<file path="src/rtl/vector_mul_pipe.sv">
// vector_mul_pipe
//   Three-stage WIDTHxWIDTH integer multiplier. Each operand can be signed or
//   unsigned. A tag travels with each operation. Full valid/ready backpressure
//   and a synchronous flush are supported.
//   The product is assembled from NL*NL 17x17 signed limb products, where
//   NL = WIDTH/16, so no wide multiplier is inferred.
//
// Ports
//   clk_i, rst_ni                 clock, asynchronous active-low reset
//   flush_i                       drop all in-flight operations on the next edge
//   in_valid_i / in_ready_o       operation handshake
//   in_a_i, in_b_i                operands (WIDTH bits each)
//   in_a_signed_i, in_b_signed_i  per-operand two's complement flag
//   in_tag_i                      opaque tag, returned with the result
//   out_valid_o / out_ready_i     result handshake
//   out_result_o                  2*WIDTH product (zero when out_valid_o=0)
//   out_tag_o                     tag of the result (zero when out_valid_o=0)

module vector_mul_pipe #(
  parameter int WIDTH = 32,
  parameter int TAG_W = 4
) (
  input  logic               clk_i,
  input  logic               rst_ni,
  input  logic               flush_i,
  input  logic               in_valid_i,
  output logic               in_ready_o,
  input  logic [WIDTH-1:0]   in_a_i,
  input  logic [WIDTH-1:0]   in_b_i,
  input  logic               in_a_signed_i,
  input  logic               in_b_signed_i,
  input  logic [TAG_W-1:0]   in_tag_i,
  output logic               out_valid_o,
  input  logic               out_ready_i,
  output logic [2*WIDTH-1:0] out_result_o,
  output logic [TAG_W-1:0]   out_tag_o
);

  localparam int NL    = WIDTH / 16;
  localparam int NP    = NL * NL;
  localparam int RW    = 2 * WIDTH;
  // Each limb product is 34 bits. It is sign-extended to at least the result
  // width before shifting. When WIDTH=16 the result is narrower than one limb
  // product, and the top bits are dropped (the sum is taken mod 2^RW).
  localparam int EXT_W = (RW > 34) ? RW : 34;

  // S1: operands, sign flags, tag
  logic             v1_q, v1_d;
  logic [WIDTH-1:0] a_q, b_q;
  logic             a_signed_q, b_signed_q;
  logic [TAG_W-1:0] tag1_q;

  // S2: limb products
  logic               v2_q, v2_d;
  logic signed [33:0] pp_q [NP];
  logic [TAG_W-1:0]   tag2_q;

  // S3: summed result
  logic             v3_q, v3_d;
  logic [RW-1:0]    res_q;
  logic [TAG_W-1:0] tag3_q;

  logic ld1, ld2, ld3, accept;

  logic signed [16:0] a_limb [NL];
  logic signed [16:0] b_limb [NL];
  logic signed [33:0] pp_d   [NP];

  logic signed [EXT_W-1:0] term;
  logic        [EXT_W-1:0] shifted;
  logic        [RW-1:0]    sum_d;

  // The ready chain is combinational from out_ready_i back to in_ready_o.
  // A full pipeline can therefore accept one operation and drain one in the
  // same cycle.
  assign ld3        = !v3_q || out_ready_i;
  assign ld2        = !v2_q || ld3;
  assign ld1        = !v1_q || ld2;
  assign in_ready_o = ld1 && !flush_i;
  assign accept     = in_valid_i && in_ready_o;

  always_comb begin
    v1_d = v1_q;
    v2_d = v2_q;
    v3_d = v3_q;
    if (ld3) v3_d = v2_q;
    if (ld2) v2_d = v1_q;
    if (ld1) v1_d = accept;
    if (flush_i) begin
      v1_d = 1'b0;
      v2_d = 1'b0;
      v3_d = 1'b0;
    end
  end

  // Only the top limb carries the sign extension bit. All lower limbs are
  // unsigned 16-bit digits with a zero 17th bit.
  for (genvar i = 0; i < NL; i++) begin : g_limb
    if (i == NL - 1) begin : g_top
      assign a_limb[i] = {a_signed_q & a_q[WIDTH-1], a_q[16*i +: 16]};
      assign b_limb[i] = {b_signed_q & b_q[WIDTH-1], b_q[16*i +: 16]};
    end else begin : g_low
      assign a_limb[i] = {1'b0, a_q[16*i +: 16]};
      assign b_limb[i] = {1'b0, b_q[16*i +: 16]};
    end
  end

  for (genvar i = 0; i < NL; i++) begin : g_pp_row
    for (genvar j = 0; j < NL; j++) begin : g_pp_col
      assign pp_d[i*NL+j] = 34'(a_limb[i]) * 34'(b_limb[j]);
    end
  end

  always_comb begin
    sum_d   = '0;
    term    = '0;
    shifted = '0;
    for (int k = 0; k < NP; k++) begin
      term    = EXT_W'(pp_q[k]);
      shifted = term << (16 * ((k / NL) + (k % NL)));
      sum_d   = sum_d + shifted[RW-1:0];
    end
  end

  always_ff @(posedge clk_i or negedge rst_ni) begin
    if (!rst_ni) begin
      v1_q       <= 1'b0;
      v2_q       <= 1'b0;
      v3_q       <= 1'b0;
      a_q        <= '0;
      b_q        <= '0;
      a_signed_q <= 1'b0;
      b_signed_q <= 1'b0;
      tag1_q     <= '0;
      tag2_q     <= '0;
      tag3_q     <= '0;
      res_q      <= '0;
      for (int k = 0; k < NP; k++) pp_q[k] <= '0;
    end else begin
      v1_q <= v1_d;
      v2_q <= v2_d;
      v3_q <= v3_d;
      if (accept) begin
        a_q        <= in_a_i;
        b_q        <= in_b_i;
        a_signed_q <= in_a_signed_i;
        b_signed_q <= in_b_signed_i;
        tag1_q     <= in_tag_i;
      end
      if (ld2 && v1_q) begin
        for (int k = 0; k < NP; k++) pp_q[k] <= pp_d[k];
        tag2_q <= tag1_q;
      end
      if (ld3 && v2_q) begin
        res_q  <= sum_d;
        tag3_q <= tag2_q;
      end
    end
  end

  assign out_valid_o  = v3_q;
  assign out_result_o = v3_q ? res_q  : '0;
  assign out_tag_o    = v3_q ? tag3_q : '0;

endmodule

</file>
<file path="config.mk">
export PLATFORM = sky130hd
export DESIGN_NAME = vector_mul_pipe
export DESIGN_NICKNAME = d
export VERILOG_FILES = /design/src/rtl/vector_mul_pipe.sv
export SDC_FILE = /design/constraint.sdc
export NUM_CORES = 2
export LEC_CHECK = 0
export ABC_AREA = 1
export BUFFER_PORTS_ARGS = -buffer_cell sky130_fd_sc_hd__buf_2
export CORE_UTILIZATION = 40
export CTS_CLUSTER_DIAMETER = 40
export DETAILED_ROUTE_END_ITERATION = 6
export PLACE_DENSITY_LB_ADDON = 0.05
export SYNTH_ARGS = -nofsm -noshare
export SYNTH_HDL_FRONTEND = slang
export SYNTH_SLANG_ARGS = --single-unit
</file>
<file path="constraint.sdc">
create_clock -name clk_i -period 7.4 [get_ports clk_i]
set_input_delay 1.11 -clock clk_i [delete_from_list [all_inputs] [get_ports clk_i]]
set_output_delay 1.11 -clock clk_i [all_outputs]
set_load 0.02 [all_outputs]
</file>
# Word level (Yosys, flattened, before mapping)
# Index checks and enable logic that the tools add are counted.
word_totals:
  input_bits: 75
  output_inout_bits: 70
  wordCells: 46
  ff_bits: 277
op_classes:
  mux: 8
  n_bitwise: 2
  n_addsub: 3
  reduce_logical: 14
  n_mul: 4
ops:
  columns: ["cell", "n"]
  rows:
  - ["17-bit by 17-bit multiplier with 34-bit output", 2]
  - ["64-bit adder", 1]
  - ["64-bit two-way mux", 1]
  - ["51-bit by 50-bit adder with 52-bit output", 1]
  - ["33-bit by 50-bit adder with 51-bit output", 1]
  - ["16-bit by 16-bit multiplier with 32-bit output", 1]
  - ["17-bit by 17-bit multiplier with 32-bit output", 1]
  - ["1-bit two-way mux", 6]
  - ["2-bit nonzero test", 3]
  - ["1-bit logical AND", 4]
  - ["1-bit logical NOT", 4]
  - ["4-bit two-way mux", 1]
  - ["1-bit logical OR", 3]
  - ["1-bit AND", 2]

# Longest topological paths before layout
depth:
  ltp_word: 8
  ltp_mapped: 32
  mapped_depth_nobuf: 32

# Least setup slack after synthesis
# No wires, ideal clock.
synth_path:
  path_type: "register to register"
  startpoint: "register a_q[31]"
  endpoint: "register pp_q[63] (netlist name)"
  path_stages_with_launch: 28
  period_less_slack_ps: 5748
  n_path_buf: 2
  t_required_ps: 7282
  t_arrival_ps: 5630
  slack_ps: 1652
  setup_time_ps: 118
  cell_sequence: "dfrtp_1 buf_2 nand2_2 inv_2 clkbuf_1 nand2_1 inv_1 fa_1 fa_1 inv_1 fa_1 fa_1 inv_1 fa_1 inv_1 fa_1 inv_1 ha_1 nand2_1 nor2_1 inv_1 nor2_1 and3_1 nand2_1 nand3_1 nand2_1 nand3_1 nand2_1"
synth_via:
  elab_chain_cells: 2
synth_rtl:
  columns: ["item", "line", "text"]
  rows:
  - ["from (decl)", "49", "logic [WIDTH-1:0] a_q, b_q;"]
  - ["from (signal assigned)", "144", "a_q <= in_a_i;"]
  - ["1-bit AND", "100", "assign a_limb[i] = {a_signed_q & a_q[WIDTH-1], a_q[16*i +: 16]};"]
  - ["17-bit by 17-bit multiplier with 34-bit output (*)", "110", "assign pp_d[i*NL+j] = 34'(a_limb[i]) * 34'(b_limb[j]);"]
  - ["to (decl)", "55", "logic signed [33:0] pp_q [NP];"]
# Mark *: on every way between the ends. The rest lies on a longest branch, timed or not.
# A chain may end at the register's enable or synchronous reset.

# Worst setup path in the final report
layout_path:
  startpoint: "register b_q[11]"
  endpoint: "register pp_q[122] (netlist name)"
layout_via:
  elab_chain_cells: 1
layout_rtl:
  columns: ["item", "line", "text"]
  rows:
  - ["from (decl)", "49", null]
  - ["from (signal assigned)", "145", "b_q <= in_b_i;"]
  - ["16-bit by 16-bit multiplier with 32-bit output", "110", null]
# Every way passes these cells.

==> impl_metrics.toml <==
[routing]
top_layer_used = "met5"
met2_length_mm = 83.1
wl_met3_mm = 8.91
wl_met1_mm = 93.3
avgRoutedWirePerCell_um = 20.0
postRouteAntennaNets = 0
wl_mm = 189
drc_errors = 0
drtIter0Drc = 3103
vias = 46168
dr.pass1.iters = 5
vias_per_cell = 4.87

[setup_path]
cp_slowest_stage_delay_ns = 1.03
cp-start-kind = "flop"
end_kind = "flop"
critPathKind = "reg2reg"
r2r_slack_ns = 0.83
cp.arrival_ns = 7.15
cp_max_fo = 19
cp_slowest_cell = "dfrtp_1"
regToRegEndpoint = "pp_q[122]"
reg2reg_depth = 22
r2r-start = "b_q[11]"
cp_common_cell = "fa_1"
cp-startpoint = "b_q[11]"
path_cells = "buf_4, buf_4, nand2_1, inv_1, fa_1, inv_1, fa_1, fa_1, fa_1, inv_1, fa_1, inv_1, fa_1, inv_1, ha_1, a21oi_1, o21ai_0, a21oi_1, nand3_1, or2_2, nand3_1, nand2_1"
cp.required_ns = 7.98

[sta]
slew_headroom = 0.198
finalCritPeriodShare = 0.888
grt_setup_unrepaired = "no"
worst_pin_slew_ns = 1.20
fin_skew_ns = 0.0321
drv_slew = 0
fmax_ghz = 0.152
setup-tns-final_ns = 0
setup-violations-final = 0
fin_crit_ns = 6.57
hold_violations = 0
whs_ns = 0.437

[floorplanning]
die_width_um = 381
dieArea_um2 = 145000
start_util = 0.404
io_pins = 145
die_h_um = 381
coreArea_um2 = 142000
num_rows = 138

[synth]
syn_area_per_cell_um2 = 7.64
ys_seq_area_frac = 0.121
synthesis.area_um2 = 57300
synthCells = 7506
yosysTopAreaCellShare = 0.343
yosys_register_bits = 277
synth_area_leaders = "fa_1, inv_1, nand2_1"
synth_flop_cell = "dfrtp_1"
async_flop_share = 1.00
yosysUniqueCellTypes = 51
synth_edf_count = 0
synth_nets = 9047
yosys_warnings = 0
yosysTopAreaCell = "fa_1"

[global_routing]
first_global_vias = 48822
grt_max_degree = 146
overflow = 0
grt_util_all_layers = 0.268
grt_antenna_before_repair = 8
grt_pass1_wl_mm = 296

[outcome]
outcome = "finished clean"

[cts]
root_buffer = "clkbuf_16"
clock-sinks = 277
hold_buffers = 0
h-tree-depth = 3
post_cts_buffers = 0
cts.reportedPaths.clkPinSlew_ns = 0.05
cts_resized = 0
insertion_delay_ns = 0.69
cts_buffer_depth = 3
cts_made_buffers = 79
cts_tree = "yes"

[worst_hold_path]
hp-class = "in2async"

[place]
port_buffers = 144
place_hpwl_mm = 153
place.gp.congestion = 0.921

[final_layout]
area_growth_pct = 10.2
final_cell_mix = "inv_1, nand2_1, fa_1, ha_1, nor2_1"
fin_nets = 9074
layout-drive-gt1-share = 0.0770
final_common_cell = "inv_1"
diodes = 0

[flow_run]
cap_violations = 0
-- critical path, delay by kind of cell (launching register included) --
family | cells | cell delay [ns]
AO/OA/AOI/OAI | 3 | 0.86
buffers and inverters | 7 | 0.89
adder cells (fa/ha/maj) | 7 | 3.09
AND/OR/NAND/NOR | 5 | 0.60
flip-flops | 1 | 1.03
-- layer usage --
metal  global-route usage  vias up
met5                    0        -
met4               0.0579        2
met1                0.398    23008
met2                0.419     1060
li1                     -    21924
met3               0.0307      174
-- metrics by stage --
step	utilization	std cells	setup WS, ns	cell area (µm²)
final	0.445	9488	0.826	63200
after detailed placement	0.425	9342	0.849	60300
after global placement	0.425	9342	0.841	60300
after CTS	0.445	9488	0.884	63200
after global routing	0.445	9488	0.490	63200
after floorplan	-	7506	1.65	57300
-- cells by family (layout without fill, tap and decap cells) --
logic type,Yosys count,after routing,synth area share
multiplexers,58,58,0.0143
buffers and inverters,2358,2450,0.156
XOR/XNOR,100,100,0.0153
flip-flops,277,277,0.121
AND/OR/NAND/NOR,2727,2727,0.193
adder cells (fa/ha/maj),1466,1466,0.448
AO/OA/AOI/OAI,520,520,0.0517
-- worst max path at each step --
stage | endpoint | slack, ns
floorplan | pp_q[63] | 1.65
global placement | pp_q[122] | 0.84
detailed placement | pp_q[122] | 0.85
CTS | pp_q[89] | 0.88
global route | pp_q[99] | 0.49
finish | pp_q[122] | 0.83
-- flip-flops by register name, summed over array words and instances (netlist names) --
name,flops
a_q,32
a_signed_q,1
b_q,32
b_signed_q,1
out_valid_o,1
pp_q,132
res_q,64
tag1_q,4
tag2_q,4
tag3_q,4
v1_q,1
v2_q,1
-- cells in the mapped netlist (6+ instances only) --
cell type / number
a21boi_0: 8
a21o_1: 14
a21oi_1: 199
a21oi_2: 12
a31oi_1: 36
buf_2: 22
clkbuf_1: 286
dfrtp_1: 277
fa_1: 982
ha_1: 484
inv_1: 2026
inv_2: 10
mux2_2: 14
mux2_4: 44
nand2_1: 2014
nand2_2: 15
nand3_1: 200
nand3b_1: 17
nand4_1: 62
nor2_1: 292
nor2_2: 12
nor3_1: 37
o211ai_1: 6
o21a_1: 7
o21ai_0: 150
o21ai_1: 35
o21ai_2: 7
o21bai_1: 29
or2_0: 13
or2_1: 20
or2_2: 28
xnor2_1: 57
xor2_1: 43
-- area by class of cell --
type	count	area, µm²
inverter	2036	7640
multi-input combinational	4871	41500
tap	1890	2360
clock buffer	98	2180
fill	14778	78800
clock inverter	48	707
timing repair buffer	268	1870
sequential	277	6940
Power is not shown: default switching activity piles up to over one toggle a cycle in this logic, so the estimate is an artifact.
